==> src/rtl/pkt_pkg.sv <==
`default_nettype none
// ============================================================================
//  Module      : pkt_pkg
//  Description : Shared types and helpers for the serial packet deserialiser:
//                state encoding, default word width and length-field width.
//  Revision    : 1.0  initial release
// ============================================================================
package pkt_pkg;

    // Deserialiser states: accumulate, drop overflow beats, hold result
    typedef enum logic [1:0] {
        ACC  = 2'd0,
        DROP = 2'd1,
        HOLD = 2'd2
    } state_t;

    localparam int c_DEFAULT_MAX_LEN = 8;

    // Bits needed to represent a beat count in 0..max_len
    function automatic int len_width(input int max_len);
        return $clog2(max_len + 1);
    endfunction

endpackage
`default_nettype wire

==> src/rtl/pkt_deser.sv <==
`default_nettype none
// ============================================================================
//  Module      : pkt_deser
//  Description : Assembles a 1-bit serial packet stream (valid/ready/last)
//                into one parallel word plus beat count, presented on a
//                valid/ready output handshake. Packets longer than MAX_LEN
//                beats are truncated and flagged with err_out.
//  Options     : PKT_DESER_B2B_EN - when defined, a beat may be accepted in
//                the same cycle the held word is consumed (zero bubble).
//  Revision    : 1.0  initial release
// ============================================================================
module pkt_deser
    import pkt_pkg::*;
#(
    parameter int MAX_LEN = c_DEFAULT_MAX_LEN,
    parameter int LEN_W   = len_width(MAX_LEN)
) (
    input  logic               clk,
    input  logic               rst,
    input  logic               valid_in,
    input  logic               data_in,
    input  logic               last_in,
    output logic               ready_in,
    output logic               valid_out,
    output logic [MAX_LEN-1:0] data_out,
    output logic [LEN_W-1:0]   len_out,
    output logic               err_out,
    input  logic               ready_out
);

    state_t             r_state;
    logic [LEN_W-1:0]   r_count;
    logic [MAX_LEN-1:0] r_word;
    logic               r_err;
    logic               r_valid_out;

    logic               w_ready_in;
    logic               w_accept;
    logic               w_fire;
    logic               w_at_last_slot;

    // Input readiness is a pure state decode so it never depends on valid_in
    always_comb begin
        w_ready_in = (r_state != HOLD);
`ifdef PKT_DESER_B2B_EN
        if (r_state == HOLD) begin
            w_ready_in = ready_out;
        end
`endif
    end

    assign w_accept       = valid_in && w_ready_in;
    assign w_fire         = r_valid_out && ready_out;
    assign w_at_last_slot = (r_count == LEN_W'(MAX_LEN - 1));

    // State, beat count, assembled word and registered output flags
    always_ff @(posedge clk) begin
        if (rst) begin
            r_state     <= ACC;
            r_count     <= '0;
            r_word      <= '0;
            r_err       <= 1'b0;
            r_valid_out <= 1'b0;
        end else begin
            case (r_state)
                ACC: begin
                    if (w_accept) begin
                        for (int i = 0; i < MAX_LEN; i++) begin
                            if (r_count == LEN_W'(i)) begin
                                r_word[i] <= data_in;
                            end
                        end
                        r_count <= r_count + LEN_W'(1);
                        if (last_in) begin
                            r_state     <= HOLD;
                            r_valid_out <= 1'b1;
                        end else if (w_at_last_slot) begin
                            // Word is full but packet continues: discard the rest
                            r_state <= DROP;
                        end
                    end
                end

                DROP: begin
                    if (w_accept) begin
                        r_err <= 1'b1;
                        if (last_in) begin
                            r_state     <= HOLD;
                            r_valid_out <= 1'b1;
                        end
                    end
                end

                HOLD: begin
                    if (w_fire) begin
                        r_state     <= ACC;
                        r_valid_out <= 1'b0;
                        r_count     <= '0;
                        r_word      <= '0;
                        r_err       <= 1'b0;
`ifdef PKT_DESER_B2B_EN
                        // A beat taken in the fire cycle starts the next packet
                        if (w_accept) begin
                            r_word  <= MAX_LEN'(data_in);
                            r_count <= LEN_W'(1);
                            if (last_in) begin
                                r_state     <= HOLD;
                                r_valid_out <= 1'b1;
                            end else if (MAX_LEN == 1) begin
                                r_state <= DROP;
                            end
                        end
`endif
                    end
                end

                default: begin
                    r_state <= ACC;
                end
            endcase
        end
    end

    assign ready_in  = w_ready_in;
    assign valid_out = r_valid_out;
    assign data_out  = r_word;
    assign len_out   = r_count;
    assign err_out   = r_err;

endmodule
`default_nettype wire

==> config.mk <==
export PLATFORM = sky130hd
export DESIGN_NAME = pkt_deser
export DESIGN_NICKNAME = d
export VERILOG_FILES = /design/src/rtl/pkt_pkg.sv /design/src/rtl/pkt_deser.sv
export SDC_FILE = /design/constraint.sdc
export NUM_CORES = 1
export LEC_CHECK = 0
export ABC_CLOCK_PERIOD_IN_PS = 3240
export CAP_MARGIN = 20
export CORE_UTILIZATION = 45
export CTS_BUF_LIST = sky130_fd_sc_hd__clkbuf_8
export CTS_CLUSTER_SIZE = 8
export DETAILED_ROUTE_END_ITERATION = 12
export PLACE_DENSITY = 0.85
export REMOVE_ABC_BUFFERS = 1
export SLEW_MARGIN = 20
export SYNTH_ARGS = -nofsm -noshare
export SYNTH_HDL_FRONTEND = slang
export SYNTH_SLANG_ARGS = --single-unit
==> constraint.sdc <==
create_clock -name clk -period 3.24 [get_ports clk]
set_input_delay 0.972 -clock clk [delete_from_list [all_inputs] [get_ports clk]]
set_output_delay 0.972 -clock clk [all_outputs]
set_load 0.02 [all_outputs]
Word-level counts from Yosys, hierarchy flattened

Cells that the tools add are included.

Latch bits: 0
Bits in read-only memories: 0
Memories kept: 0
Register bits: 16
Bits in writable memories: 0
Output and inout port bits: 15

Multiplexer cells: 27
Equal/unequal tests: 25
$add $sub $neg: 1
Div/mod/pow operators: 0
Multipliers: 0
Shift-type cells: 0
Magnitude comparators: 0
Bitwise operators: 0
Reduce and logical (&&, ||, !) cells: 20

Operators with widths:

| cell                                                                     | count |
|---|---|
| 4-bit AND reduction                                                      | 9 |
| 2-bit inequality test (second input constant)                            | 13 |
| 4-bit by 3-bit == test with 1-bit output (second input constant)         | 4 |
| 8-bit 2-to-1 mux                                                         | 2 |
| 8-bit case mux with 2 select lines                                       | 1 |
| 1-bit 2-to-1 mux                                                         | 12 |
| 2-bit 2-to-1 mux                                                         | 6 |
| 4-bit by 2-bit == test with 1-bit output (second input constant)         | 2 |
| 4-bit 2-to-1 mux                                                         | 2 |
| 4-bit case mux with 2 select lines                                       | 1 |
| 2-bit case mux with 3 select lines                                       | 1 |
| 3-bit AND reduction                                                      | 2 |
| 2-bit nonzero test                                                       | 3 |
| 5-bit AND reduction                                                      | 1 |
| 4-bit by 1-bit adder with 4-bit output (second input constant)           | 1 |
| 4-bit by 1-bit == test with 1-bit output (second input constant)         | 1 |
| 4-bit zero test                                                          | 1 |
| 2-bit by 1-bit inequality test with 1-bit output (second input constant) | 2 |
| 1-bit case mux with 2 select lines                                       | 2 |
| 3-bit inequality test (second input constant)                            | 1 |
| 2-bit by 1-bit == test with 1-bit output (second input constant)         | 1 |
| 2-bit == test (second input constant)                                    | 1 |
| 1-bit logical AND                                                        | 2 |
| 2-bit zero test                                                          | 1 |
| 2-bit OR reduction                                                       | 1 |

Longest topological paths before layout

Depth after elaboration: 5
Depth in mapped cells: 5
Gate-level depth less buffers: 4

Worst setup path before layout

Ideal clock, no wire load.

Kind: input-to-reg
Start: input port valid_in
End: register r_count[3], in the netlist len_out[3]
Slack: 1.281 ns
Arrival time: 1.889 ns
Stages on the path: 4
Library setup time: 0.070 ns
Cells stage by stage: or3b_1 clkbuf_2 or3_1 a21oi_1

Cells in the longest elaborated chain, start to end: 3

Ends and longest elaborated chain:

| element                                | line            | text |
|---|---|---|
| start, declared                        | pkt_deser.sv:20 | `input logic valid_in,` |
| 1-bit logical AND                      | pkt_deser.sv:52 | `assign w_accept = valid_in && w_ready_in;` |
| 2-bit inequality test (no source line) | n/a             |  |
| 3-bit AND reduction (no source line)   | n/a             |  |
| end signal, assigned                   | pkt_deser.sv:73 | `r_count <= r_count + LEN_W'(1);` |
| end, declared                          | pkt_deser.sv:32 | `logic [LEN_W-1:0] r_count;` |

No other way between the ends.
A chain may end at the register's enable or synchronous reset.

Final worst setup path

Start: register r_state[0]
End: output port ready_in

Cells in the longest elaborated chain, start to end: 1

Ends and longest elaborated chain:

| element                | line            | text |
|---|---|---|
| start, declared        | pkt_deser.sv:31 | `state_t r_state;` |
| start signal, assigned | pkt_deser.sv:59 | `r_state <= ACC;` |
| start signal, assigned | pkt_deser.sv:75 | `r_state <= HOLD;` |
| start signal, assigned | pkt_deser.sv:79 | `r_state <= DROP;` |
| 2-bit inequality test  | pkt_deser.sv:44 | `w_ready_in = (r_state != HOLD);` |
| end, declared          | pkt_deser.sv:23 | `output logic ready_in,` |

No other way between the ends.

==> impl_metrics.json <==
{
  "internal-power_mw": 0.3162,
  "setup_viol": 0,
  "slowest_stage": "clkdlybuf4s50_1",
  "worst_pin_slew_ns": 0.6172,
  "post_cts_buffers": 0,
  "synthCells": 85,
  "vias": 690,
  "avgViaCountPerCell": 5.391,
  "p_per_area_nw_per_um2": 395.7,
  "yosysSeqAreaShare": 0.3975,
  "dr.pass1.iters": 4,
  "grt_pass1_wl_mm": 2.615,
  "fin_crit_ns": 2.456,
  "p_clk_frac": 0.343,
  "crit_chain": "nand2b_1 > clkdlybuf4s50_1",
  "grt_pass1_vias": 609,
  "fp.dieW_um": 44.32,
  "syn_area_um2": 805.8,
  "fillers": 139,
  "synth_top_family_by_area": "simple AND/OR/NAND/NOR gates",
  "leakage_nw": 0.4010,
  "yosys.area.top_type": "dfxtp_1",
  "crit_path_end_kind": "output port",
  "hp-class": "register to register",
  "start_util": 0.5055,
  "slew_headroom": 0.5875,
  "ctsHoldBuffers": 0,
  "synthSimpleGateAreaFrac": 0.2826,
  "start_kind": "register",
  "path_max_fanout": 8,
  "synth.area.mux_share": 0.09938,
  "post-route-period-util": 0.7581,
  "grt_max_degree": 17,
  "overflow": 0,
  "ioPinCount": 21,
  "critPathMaxStageDelay_ns": 0.61,
  "max_freq_ghz": 0.4071,
  "arrival_ns": 1.48,
  "yosys-top-cells-area": "dfxtp_1, nand3b_1, mux2i_1",
  "status": "finished clean",
  "final_cells": 128,
  "io_buffers": 20,
  "place_inst": 125,
  "cts_buffer_depth": 2,
  "drt-initial-drc-count": 6,
  "rsz0062_at_grt": "false",
  "ir_worst_vdd_mv": 0.2304,
  "required_ns": 2.27,
  "dieArea_um2": 1964,
  "power_frac_seq": 0.507,
  "synthAdderAreaFrac": 0.06211,
  "wl_per_cell_um": 11.80,
  "grtUsageTotal": 0.1834,
  "ys_warn_count": 0,
  "crit_type": "register to output port",
  "slew_violations": 0,
  "numClockSinks": 16,
  "cts.clk_slew.worst_paths_ns": 0.06,
  "coreArea_um2": 1594,
  "numCtsBuffers": 3,
  "finalHoldViolCount": 0,
  "syn_area_per_cell_um2": 9.480,
  "routabilityCongestion": 0.7253,
  "wl_mm": 1.511,
  "hold_ws_ns": 0.4853,
  "maxCapViolCount": 0,
  "final_cell_area_um2": 1054,
  "place_area_um2": 1012,
  "final_antenna_net_count": 0,
  "cts_resized": 0,
  "synth-xor-area-share": 0,
  "ys_ff_latch": 16,
  "switching_share": 0.2415,
  "layout.nets": 116,
  "drcViolationCount": 0,
  "final_util": 0.6609,
  "fin_skew_ns": 0.002177,
  "synth_top_area_frac": 0.3975,
  "num_antenna_cells": 0,
  "post-dp-hpwl_mm": 1.074,
  "p_comb_frac": 0.150,
  "rows": 14,
  "area_delta_synth_final_pct": 30.75,
  "antenna_found_initial": 0,
  "ys_types": 23,
  "die_height_um": 44.32,
  "htree_levels": 1,
  "drive_gt1_frac": 0.04808,
  "timing.setup.tns_ns": 0,
  "insertion_delay_ns": 0.24,
  "synth_compound_area_frac": 0.1056,
  "cts_root_buf": "clkbuf_8",
  "cts_tree": "built",
  "p_switching_mw": 0.1007
}
[sequential cells by signal, summed over array words and instances, names as in the netlist]
| signal | cells |
|---|---|
| valid_out | 1 |
| err_out | 1 |
| r_state | 2 |
| len_out | 4 |
| data_out | 8 |
[routing by layer]
metal | global-route usage | up-vias | part of all wire
met2 | 0.2941 | 18 | 0.46
li1 | - | 346 | -
met1 | 0.2290 | 322 | 0.48
met3 | 0.04082 | 4 | 0.040
met4 | 0.09697 | 0 | 0.019
met5 | 0 | - | 0
[Yosys cell counts]
| library cell | count |
|---|---|
| dfxtp_1 | 16 |
| nand3b_1 | 14 |
| mux2i_1 | 8 |
| a21oi_1 | 6 |
| inv_1 | 5 |
| nand3_1 | 5 |
| ha_1 | 4 |
| nand2b_1 | 4 |
| o21ai_0 | 4 |
| nand2_1 | 3 |
| or3_1 | 3 |
| clkbuf_1 | 2 |
| a2111oi_0 | 1 |
| a2bb2oi_1 | 1 |
| a41oi_1 | 1 |
| buf_6 | 1 |
| clkbuf_2 | 1 |
| nand4b_1 | 1 |
| nor2_1 | 1 |
| nor4b_2 | 1 |
| o32ai_1 | 1 |
| or2_2 | 1 |
| or3b_1 | 1 |
[worst paths after layout]
check | start | end | cells past startpoint | slack [ns]
worst max register to register | r_state[1] | data_out[3] | 3 | 1.78
worst min register to register | data_out[1] | data_out[1] | 2 | 0.49
worst min-delay path | data_out[1] | data_out[1] | 2 | 0.49
worst max-delay path | r_state[0] | ready_in | 2 | 0.78
[cell usage in the layout, fill, tap and decap left out]
cell and count:
inv_1 5, clkdlybuf4s50_1 20, or2_2 1, nand2_1 3
mux2i_1 8, clkbuf_8 3, a41oi_1 1, a2bb2oi_1 1
ha_1 4, nand2b_1 4, nand3_1 5, or3_1 3
dfxtp_1 16, or3b_1 1, o32ai_1 1, o21ai_0 4
a21oi_1 6, nor2_1 1, nor4b_2 1, a2111oi_0 1
nand4b_1 1, nand3b_1 14
[cell type report]
type                       count  area, µm²  share of cell area
multi-input combinational     60      442.9              0.4204
inverter                       5      18.77             0.01781
tap                           24      30.03             0.02850
clock buffer                   3      41.29             0.03919
sequential                    16      320.3              0.3040
timing repair buffer          20      200.2              0.1900
[worst max-delay path: cells and delay by family (launching register included)]
kind	cells	cell delay, ns
buffers and inverters	1	0.61
flip-flops	1	0.45
AND/OR/NAND/NOR	1	0.18
[power groups by stage]
stage / Sequential (mW) / Combinational [mW] / Clock [mW]
finish: 0.212 / 0.0624 / 0.143
global route: 0.213 / 0.0685 / 0.158
global placement: 0.216 / 0.0612 / 0
floorplan: 0.221 / 0.0291 / 0
detailed placement: 0.216 / 0.0623 / 0
CTS: 0.212 / 0.0626 / 0.145
[cells by family after synthesis]
family                   Yosys count
AO/OA/AOI/OAI                     14
adder cells (fa/ha/maj)            4
buffers and inverters              9
flip-flops                        16
multiplexers                       8
AND/OR/NAND/NOR                   34
[per-stage QoR]
step / power, mW / worst slack (ns)
detailed placement: 0.2782 / 0.6114
finish: 0.4169 / 0.7838
global placement: 0.2771 / 0.6583
global route: 0.4395 / 0.7028
floorplan: 0.2501 / 1.314
CTS: 0.4197 / 0.7770
Note: power is estimated with default switching activity, not from simulation.
